$ cat config.mk
export PLATFORM = sky130hd
export DESIGN_NAME = load_op_distributor
export DESIGN_NICKNAME = d
export VERILOG_FILES = /design/src/rtl/core_pkg.sv /design/src/rtl/load_op_distributor_fifo.sv /design/src/rtl/load_op_distributor.sv
export SDC_FILE = /design/constraint.sdc
export NUM_CORES = 1
export LEC_CHECK = 0
export CORE_ASPECT_RATIO = 0.7
export CORE_UTILIZATION = 54
export CTS_BUF_LIST = sky130_fd_sc_hd__clkbuf_2 sky130_fd_sc_hd__clkbuf_4 sky130_fd_sc_hd__clkbuf_8
export CTS_CLUSTER_DIAMETER = 100
export DETAILED_ROUTE_END_ITERATION = 8
export PLACE_DENSITY = 0.83
export SLEW_MARGIN = 20
export SYNTH_ARGS = -nofsm -noshare
export SYNTH_HDL_FRONTEND = slang
export SYNTH_HIERARCHICAL = 1
export SYNTH_SLANG_ARGS = --single-unit
export TNS_END_PERCENT = 5
$ cat constraint.sdc
create_clock -name clk_i -period 3.8 [get_ports clk_i]
set_clock_uncertainty 0.05 [all_clocks]
set_input_delay 0.76 -clock clk_i [delete_from_list [all_inputs] [get_ports clk_i]]
set_output_delay 0.76 -clock clk_i [all_outputs]
set_load 0.1 [all_outputs]
$ cat src/rtl/core_pkg.sv
// Shared core types for the load path: lane count, VRF slice types,
// load descriptor and per-lane queue entry.
package core_pkg;

  localparam int unsigned NrLane       = 4;
  localparam int unsigned MaxLoadBeats = 15;

  typedef logic [31:0] vrf_data_t;
  typedef logic [3:0]  vrf_strb_t;
  typedef logic [7:0]  vrf_addr_t;
  typedef logic [3:0]  insn_id_t;

  typedef logic [$clog2(MaxLoadBeats+1)-1:0] load_beat_cnt_t;

  typedef struct packed {
    vrf_addr_t      vd_addr;
    load_beat_cnt_t nr_beats;
    insn_id_t       id;
  } load_req_t;

  typedef struct packed {
    vrf_data_t data;
    vrf_strb_t strb;
    vrf_addr_t addr;
    insn_id_t  id;
  } lane_load_entry_t;

  typedef enum logic [1:0] {
    LD_IDLE,
    LD_ACTIVE,
    LD_DONE
  } load_state_e;

endpackage

$ cat src/rtl/load_op_distributor_fifo.sv
// Two-entry per-lane queue with a registered head; pop is ignored while empty.
module lane_load_fifo
  import core_pkg::*;
(
  input  logic             clk_i,
  input  logic             rst_ni,
  input  logic             push,
  input  lane_load_entry_t push_data,
  output logic             full,
  input  logic             pop,
  output logic             valid,
  output lane_load_entry_t data
);

  logic [1:0]       count_q;
  lane_load_entry_t head_q;
  lane_load_entry_t tail_q;
  logic             do_pop;

  assign do_pop = pop & (count_q != 2'd0);
  assign valid  = (count_q != 2'd0);
  assign full   = (count_q == 2'd2);
  assign data   = head_q;

  // Occupancy and storage update; the head register always holds the oldest entry.
  always_ff @(posedge clk_i or negedge rst_ni) begin
    if (!rst_ni) begin
      count_q <= '0;
      head_q  <= '0;
      tail_q  <= '0;
    end else begin
      case ({push, do_pop})
        2'b10: begin
          if (count_q == 2'd0) head_q <= push_data;
          else                 tail_q <= push_data;
          count_q <= count_q + 2'd1;
        end
        2'b01: begin
          head_q  <= tail_q;
          count_q <= count_q - 2'd1;
        end
        2'b11: begin
          // Count is unchanged; with one entry the new item becomes the head directly.
          if (count_q == 2'd1) begin
            head_q <= push_data;
          end else begin
            head_q <= tail_q;
            tail_q <= push_data;
          end
        end
        default: ;
      endcase
    end
  end

endmodule

$ cat src/rtl/load_op_distributor.sv
// Splits memory response beats into per-lane VRF slices, buffers them per
// lane, and reports completion of the in-flight load to the launcher.
module load_op_distributor
  import core_pkg::*;
#(
  parameter int unsigned NrLane    = core_pkg::NrLane,
  parameter int unsigned DataWidth = $bits(vrf_data_t)
) (
  input  logic                        clk_i,
  input  logic                        rst_ni,
  input  logic                        load_req_valid_i,
  output logic                        load_req_ready_o,
  input  load_req_t                   load_req_i,
  input  logic                        mem_resp_valid_i,
  output logic                        mem_resp_ready_o,
  input  logic [NrLane*DataWidth-1:0] mem_resp_data_i,
  input  vrf_strb_t [NrLane-1:0]      mem_resp_strb_i,
  output logic [NrLane-1:0]           load_op_valid_o,
  input  logic [NrLane-1:0]           load_op_gnt_i,
  output vrf_data_t [NrLane-1:0]      load_op_o,
  output vrf_strb_t [NrLane-1:0]      load_op_strb_o,
  output vrf_addr_t [NrLane-1:0]      load_op_addr_o,
  output insn_id_t [NrLane-1:0]       load_id_o,
  output logic                        load_done_o,
  output insn_id_t                    load_done_id_o,
  input  logic                        load_done_gnt_i
);

  load_state_e    state_q, state_d;
  vrf_addr_t      vd_addr_q;
  insn_id_t       id_q;
  load_beat_cnt_t nr_beats_q;
  load_beat_cnt_t beat_idx_q;

  logic [NrLane-1:0] fifo_full;
  logic [NrLane-1:0] fifo_valid;
  logic [NrLane-1:0] drain_empty;
  logic              req_accept;
  logic              beat_accept;

  lane_load_entry_t push_entry [NrLane];
  lane_load_entry_t head_entry [NrLane];

  assign req_accept  = load_req_valid_i & load_req_ready_o;
  assign beat_accept = mem_resp_valid_i & mem_resp_ready_o;

  // FSM state register.
  always_ff @(posedge clk_i or negedge rst_ni) begin
    if (!rst_ni) state_q <= LD_IDLE;
    else         state_q <= state_d;
  end

  // Next-state and handshake outputs.
  always_comb begin
    state_d          = state_q;
    load_req_ready_o = 1'b0;
    mem_resp_ready_o = 1'b0;
    load_done_o      = 1'b0;
    load_done_id_o   = '0;
    case (state_q)
      LD_IDLE: begin
        load_req_ready_o = 1'b1;
        if (load_req_valid_i) begin
          state_d = (load_req_i.nr_beats == '0) ? LD_DONE : LD_ACTIVE;
        end
      end
      LD_ACTIVE: begin
        mem_resp_ready_o = (beat_idx_q < nr_beats_q) & ~|fifo_full;
        // Look ahead at this cycle's pops so done rises right after the final grant.
        if ((beat_idx_q == nr_beats_q) && (&drain_empty)) state_d = LD_DONE;
      end
      LD_DONE: begin
        load_done_o    = 1'b1;
        load_done_id_o = id_q;
        if (load_done_gnt_i) state_d = LD_IDLE;
      end
      default: state_d = LD_IDLE;
    endcase
  end

  // Descriptor capture and beat counter.
  always_ff @(posedge clk_i or negedge rst_ni) begin
    if (!rst_ni) begin
      vd_addr_q  <= '0;
      id_q       <= '0;
      nr_beats_q <= '0;
      beat_idx_q <= '0;
    end else if (req_accept) begin
      vd_addr_q  <= load_req_i.vd_addr;
      id_q       <= load_req_i.id;
      nr_beats_q <= load_req_i.nr_beats;
      beat_idx_q <= '0;
    end else if (beat_accept) begin
      beat_idx_q <= beat_idx_q + load_beat_cnt_t'(1);
    end
  end

  for (genvar i = 0; i < NrLane; i++) begin : gen_lane
    assign push_entry[i].data = mem_resp_data_i[i*DataWidth +: DataWidth];
    assign push_entry[i].strb = mem_resp_strb_i[i];
    assign push_entry[i].addr = vd_addr_q + vrf_addr_t'(beat_idx_q);
    assign push_entry[i].id   = id_q;

    lane_load_fifo u_fifo (
      .clk_i     (clk_i),
      .rst_ni    (rst_ni),
      .push      (beat_accept),
      .push_data (push_entry[i]),
      .full      (fifo_full[i]),
      .pop       (load_op_gnt_i[i]),
      .valid     (fifo_valid[i]),
      .data      (head_entry[i])
    );

    assign drain_empty[i]     = ~fifo_valid[i] | (load_op_gnt_i[i] & ~fifo_full[i]);
    assign load_op_valid_o[i] = fifo_valid[i];
    assign load_op_o[i]       = head_entry[i].data;
    assign load_op_strb_o[i]  = head_entry[i].strb;
    assign load_op_addr_o[i]  = head_entry[i].addr;
    assign load_id_o[i]       = head_entry[i].id;
  end

endmodule

### Word level (Yosys, flattened, before mapping)

Index checks and enable logic that the tools add are counted.

* input bits: 169
* register bits after elaboration: 414
* word-level logic and storage cells: 188
* output and inout port bits: 203

* reductions and logical operators: 36
* equality and inequality tests: 38
* bitwise operators: 23
* order comparisons: 1
* mux-type cells: 39
* add/subtract/negate cells: 10

Operators by type and width (number)
* two-way mux 48 bit: 16
* one-hot mux 48 bit (3 select lines): 4
* one-hot mux 48 bit (2 select lines): 4
* equality test 2 bit (second input constant): 13
* nonzero test 2 bit: 13
* inequality test 2 bit (second input constant): 11
* equality test 2 x 1 -> 1 bit (second input constant): 9
* one-hot mux 2 bit (2 select lines): 4
* AND reduction 3 bit: 5
* two-way mux 4 bit: 3
* nonzero test 3 bit: 4
* AND 1 bit: 11
* logical NOT 2 bit: 5
* adder 2 x 1 -> 2 bit (second input constant): 4
* adder 8 x 4 -> 8 bit: 1
* two-way mux 2 bit: 4
* inequality test 2 x 1 -> 1 bit (second input constant): 4
* inverter 1 bit: 8
* AND reduction 2 bit: 4
* subtractor 2 x 1 -> 2 bit (second input constant): 4
* one-hot mux 2 bit (3 select lines): 1
* adder 4 x 1 -> 4 bit (second input constant): 1
* equality test 4 bit: 1
* logical NOT 4 bit: 1
* 7 further kinds: 12

### Depth between registers and ports, before layout

* depth in word-level cells: 9
* mapped depth: 14
* gate-level depth less buffers: 11

### Hierarchy

Netlist, hierarchy kept.

Modules (own cells, without submodules)
* lane_load_fifo (gen_lane[0].u_fifo ...): instances 3, cells each 400, area an instance 4430.5 µm²
* lane_load_fifo (gen_lane[1].u_fifo): instances 1, cells each 400, area an instance 4448.0 µm²
* load_op_distributor: instances 1, cells each 151, area an instance 1340.0 µm²

### Least setup slack after synthesis

No wires, ideal clock.

* path type: register to register
* start: register beat_idx_q[1]
* end: register gen_lane[0].u_fifo.head_q (netlist bit gen_lane[0].u_fifo/data[27])
* period minus slack after synthesis: 2935 ps
* buffers on the path: 3
* cell stages (with the launch flop): 14
* setup time: 82 ps
* arrival time: 2803 ps
* setup slack: 865 ps
* cell sequence: dfrtp_1 > ha_1 > nor2b_1 > o211ai_1 > nand4_2 > inv_1 > inv_1 > ha_1 > buf_2 > nand2b_1 > buf_4 > buf_2 > nand3_1 > a31oi_1

* longest elaborated chain between the ends: 7

Ends and longest elaborated chain
* from (decl): line load_op_distributor.sv:33 `load_beat_cnt_t beat_idx_q;`
* from (signal assigned): line load_op_distributor.sv:94 `beat_idx_q <= beat_idx_q + load_beat_cnt_t'(1);`
* less-than comparator 4 bit *: line load_op_distributor.sv:68 `mem_resp_ready_o = (beat_idx_q < nr_beats_q) & ~|fifo_full;`
* AND 1 bit *: line load_op_distributor.sv:68
* two-way mux 1 bit *: line load_op_distributor.sv:60 `case (state_q)`
* AND 1 bit *: line load_op_distributor.sv:45 `assign beat_accept = mem_resp_valid_i & mem_resp_ready_o;`
* named net beat_accept: line load_op_distributor.sv:39 `logic beat_accept;`
* equality test 2 bit / equality test 2 x 1 -> 1 bit (equally long branches): line load_op_distributor_fifo.sv:32 `case ({push, do_pop})`
* inequality test 2 x 1 -> 1 bit (no line) / nonzero test 3 bit (equally long branches)
* AND reduction 2 bit (no line)
* to (signal assigned): line load_op_distributor_fifo.sv:34 `if (count_q == 2'd0) head_q <= push_data;`
* to (signal assigned): line load_op_distributor_fifo.sv:39 `head_q <= tail_q;`
* to (signal assigned): line load_op_distributor_fifo.sv:45 `head_q <= push_data;`
* to (decl): line load_op_distributor_fifo.sv:16 `lane_load_entry_t head_q;`

The timed path passes the listed nets; every way through them passes the cells marked *.
A chain may end at the register's enable or synchronous reset.

### Final worst setup path

* start: register beat_idx_q[1]
* end: register gen_lane[2].u_fifo.head_q (netlist bit gen_lane[2].u_fifo/data[1])

* longest elaborated chain between the ends: 7

Ends and longest elaborated chain (line)
* less-than comparator 4 bit *: load_op_distributor.sv:68
* AND 1 bit *: load_op_distributor.sv:68
* two-way mux 1 bit *: load_op_distributor.sv:60
* AND 1 bit *: load_op_distributor.sv:45
* named net beat_accept: load_op_distributor.sv:39
* equality test 2 bit / equality test 2 x 1 -> 1 bit (equally long branches): load_op_distributor_fifo.sv:32
* inequality test 2 x 1 -> 1 bit (no line) / nonzero test 3 bit (equally long branches)
* AND reduction 2 bit (no line)
* to (signal assigned): load_op_distributor_fifo.sv:34
* to (signal assigned): load_op_distributor_fifo.sv:39
* to (signal assigned): load_op_distributor_fifo.sv:45
* to (decl): load_op_distributor_fifo.sv:16

Marked as above.

==> results.sh <==
export IMPL_vias_per_cell=5.912
export IMPL_ys_seq_area_share_pct=54.30
export IMPL_wl_per_cell_um=20.30
export IMPL_drt_iter0_drc=1260
export IMPL_hold_violations=0
export IMPL_synth_edf_count=0
export IMPL_die_y_um=159.3
export IMPL_cts_sinks=414
export IMPL_endpoint_kind="flip-flop"
export IMPL_grt_total_usage_pct=29.66
export IMPL_fillers=2488
export IMPL_ys_ff_latch=414
export IMPL_ant_nets=0
export IMPL_cts_root_buf="clkbuf_8"
export IMPL_yosysTopAreaCell="dfrtp_1"
export IMPL_vias=15510
export IMPL_antenna_found_initial=5
export IMPL_required_ns=4.25
export IMPL_final_nets=2310
export IMPL_grt_use_met3_pct=8.267
export IMPL_port_buffers=371
export IMPL_io_pins=372
export IMPL_dr_pass1_iters=6
export IMPL_synthFlopType="dfrtp_1"
export IMPL_final_setup_viol_count=0
export IMPL_arrival_ns=3.94
export IMPL_drc=0
export IMPL_worstPathMaxFanout=30
export IMPL_worstSetupPathType="reg2reg"
export IMPL_finish_utilization_pct=70.85
export IMPL_grt_pass1_wl_um=84390
export IMPL_wl_um=53270
export IMPL_max_freq_mhz=286.4
export IMPL_period_minus_slack_ns=3.492
export IMPL_grt_max_degree=123
export IMPL_cts_tree="yes"
export IMPL_use_met1_pct=39.82
export IMPL_relSlewSlack_pct=27.54
export IMPL_rsz0062_at_grt="false"
export IMPL_synth_top_cell_area_share_pct=54.30
export IMPL_yosys_top_cells_count="dfrtp_1 (414), o21ai_0 (206), nor2_1 (198)"
export IMPL_async_flop_share_pct=100.0
export IMPL_rows=57
export IMPL_grt_pass1_vias=15610
export IMPL_slew_violations=0
export IMPL_clkLatencyLatePin_ns=0.61
export IMPL_holdWs_ns=0.1668
export IMPL_cts_clk_slew_worst_paths_ns=0.06
export IMPL_drive_gt1_share_pct=18.38
export IMPL_grt_busiest_layer="met2"
export IMPL_worstMarginPinSlew_ns=1.083
export IMPL_synth_area_top_cells="dfrtp_1 (54%), mux2_2 (6.8%), a31oi_1 (6.3%)"
export IMPL_syn_cell_area_mm2=0.01908
export IMPL_start_kind="flip-flop"
export IMPL_coreArea_mm2=0.03473
export IMPL_reg2reg_depth=11
export IMPL_grt_overflow_total=0
export IMPL_status="completed"
export IMPL_cts_htree_levels=3
export IMPL_synthCells=1751
export IMPL_use_met2_pct=45.12
export IMPL_initial_core_util_pct=54.93
export IMPL_post_cts_setup_buffers=0
export IMPL_die_area_mm2=0.03610
export IMPL_clockBufferDepth=3
export IMPL_gp_congestion=0.8363
export IMPL_cts_buffers=66
export IMPL_die_w_um=226.7
export IMPL_min_path_type="in2async"
export IMPL_area_delta_synth_final_pct=28.97
export IMPL_maxCapViolCount=0
export IMPL_hold_buffers=0
export IMPL_post_cts_resized=0
export IMPL_ys_warn_count=6
export IMPL_syn_nets=1962
export IMPL_hpwl_um=34640
export IMPL_avgSynthCellArea_um2=10.90
export IMPL_synth_distinct_cells=46
export IMPL_post_route_period_util_pct=91.89
export IMPL_synth_most_common_cell="dfrtp_1"
export IMPL_setup_tns_ns=0
## final cells by class
type / instances / area, µm² / area share [%]
diodes: 3 / 7.507 / 0.03051
clock buffers: 111 / 1359 / 5.522
clock inverters: 7 / 62.56 / 0.2542
inverters: 28 / 105.1 / 0.4271
multi-input cells: 1169 / 7883 / 32.03
flip-flops and latches: 414 / 10360 / 42.10
well taps: 472 / 590.6 / 2.400
repair buffers: 420 / 4239 / 17.23
## path summary, 6_finish.rpt
| kind | start | endpoint | slack, ns |
|---|---|---|---|
| max in group asynchronous | rst_ni | gen_lane[2].u_fifo/data[10]$_DFFE_PN0P_ | 2.48 |
| worst max register to register | beat_idx_q[1]$_DFFE_PN0P_ | gen_lane[2].u_fifo/data[1]$_DFFE_PN0P_ | 0.31 |
| min in group clk_i | vd_addr_q[3]$_DFFE_PN0P_ | vd_addr_q[3]$_DFFE_PN0P_ | 0.44 |
| worst min register to register | vd_addr_q[3]$_DFFE_PN0P_ | vd_addr_q[3]$_DFFE_PN0P_ | 0.44 |
| worst min-delay path | rst_ni | gen_lane[2].u_fifo/tail_q[30]$_DFFE_PN0P_ | 0.17 |
| worst max-delay path | beat_idx_q[1]$_DFFE_PN0P_ | gen_lane[2].u_fifo/data[1]$_DFFE_PN0P_ | 0.31 |
## worst max-delay path: stages, from the launching register on
cell      delay, ns
dfrtp_1        0.46
ha_1           0.32
nor2b_1        0.14
o211ai_1       0.37
nand4_2        0.23
inv_1          0.28
buf_4          0.21
ha_1           0.25
nand2b_2       0.46
buf_12         0.25
nand3_1        0.10
a31oi_1        0.26
## per-stage QoR
stage / setup slack (ns) / instance area, µm² / std cells
6_report: 0.3082 / 24610 / 2624
5_1_grt: 0.1043 / 24600 / 2623
3_5_place_dp: 0.4475 / 23180 / 2503
3_3_place_gp: 0.5880 / 23180 / 2503
4_1_cts: 0.3953 / 24600 / 2621
2_1_floorplan: 0.8647 / 19080 / 1751
## routing by layer
layer,up-vias,share of wire (%)
li1,6945,-
met1,7710,42
met2,719,46
met3,134,8.6
met4,4,3.8
met5,-,0.058
## cells in the final DEF, fill, tap and decap left out, types with 2 or more instances in the layout
master | Yosys | routed
nand2b_1 | 8 | 3
and2_1 | 5 | 5
diode_2 | 0 | 3
a31oi_1 | 193 | 193
a41o_2 | 2 | 2
dfrtp_1 | 414 | 414
mux2_4 | 80 | 82
a211oi_1 | 2 | 2
xnor2_1 | 7 | 7
clkdlybuf4s50_1 | 0 | 356
and2b_1 | 4 | 4
nor3_1 | 5 | 5
a21oi_1 | 3 | 3
buf_4 | 13 | 48
a22oi_1 | 4 | 4
ha_1 | 41 | 41
nand2_1 | 52 | 52
mux2_2 | 116 | 114
nor2b_1 | 14 | 14
nand3_1 | 193 | 193
nor2_1 | 198 | 198
o21a_2 | 3 | 4
buf_12 | 2 | 15
nand4_1 | 3 | 3
inv_1 | 28 | 28
nand2b_2 | 0 | 5
mux2i_1 | 3 | 3
clkbuf_4 | 0 | 27
clkbuf_8 | 0 | 84
xor2_1 | 2 | 2
clkinv_2 | 0 | 5
a21o_1 | 6 | 6
o21ai_0 | 206 | 206
or2b_1 | 6 | 6
## cell families (layout without fill, tap and decap cells)
logic type | count (synthesis) | after routing | share of synthesized area, %
AO/OA/AOI/OAI | 423 | 423 | 12.81
AND/OR/NAND/NOR | 496 | 496 | 11.89
flip-flops | 414 | 414 | 54.30
XOR/XNOR | 9 | 9 | 0.4132
adder cells (fa/ha/maj) | 42 | 42 | 2.794
multiplexers | 199 | 199 | 13.30
buffers and inverters | 168 | 566 | 4.499
other | 0 | 3 | 0
## state kept, by name, summed over array words and instances (netlist names)
name,cells
gen_lane.u_fifo/data,192
vd_addr_q,8
id_q,4
gen_lane.u_fifo/tail_q,192
state_q,2
beat_idx_q,4
gen_lane.u_fifo/count_q,8
nr_beats_q,4
Power is left out: the tool's default activity adds up to more than one toggle a clock period on the data nets, which glitch-free logic cannot reach.
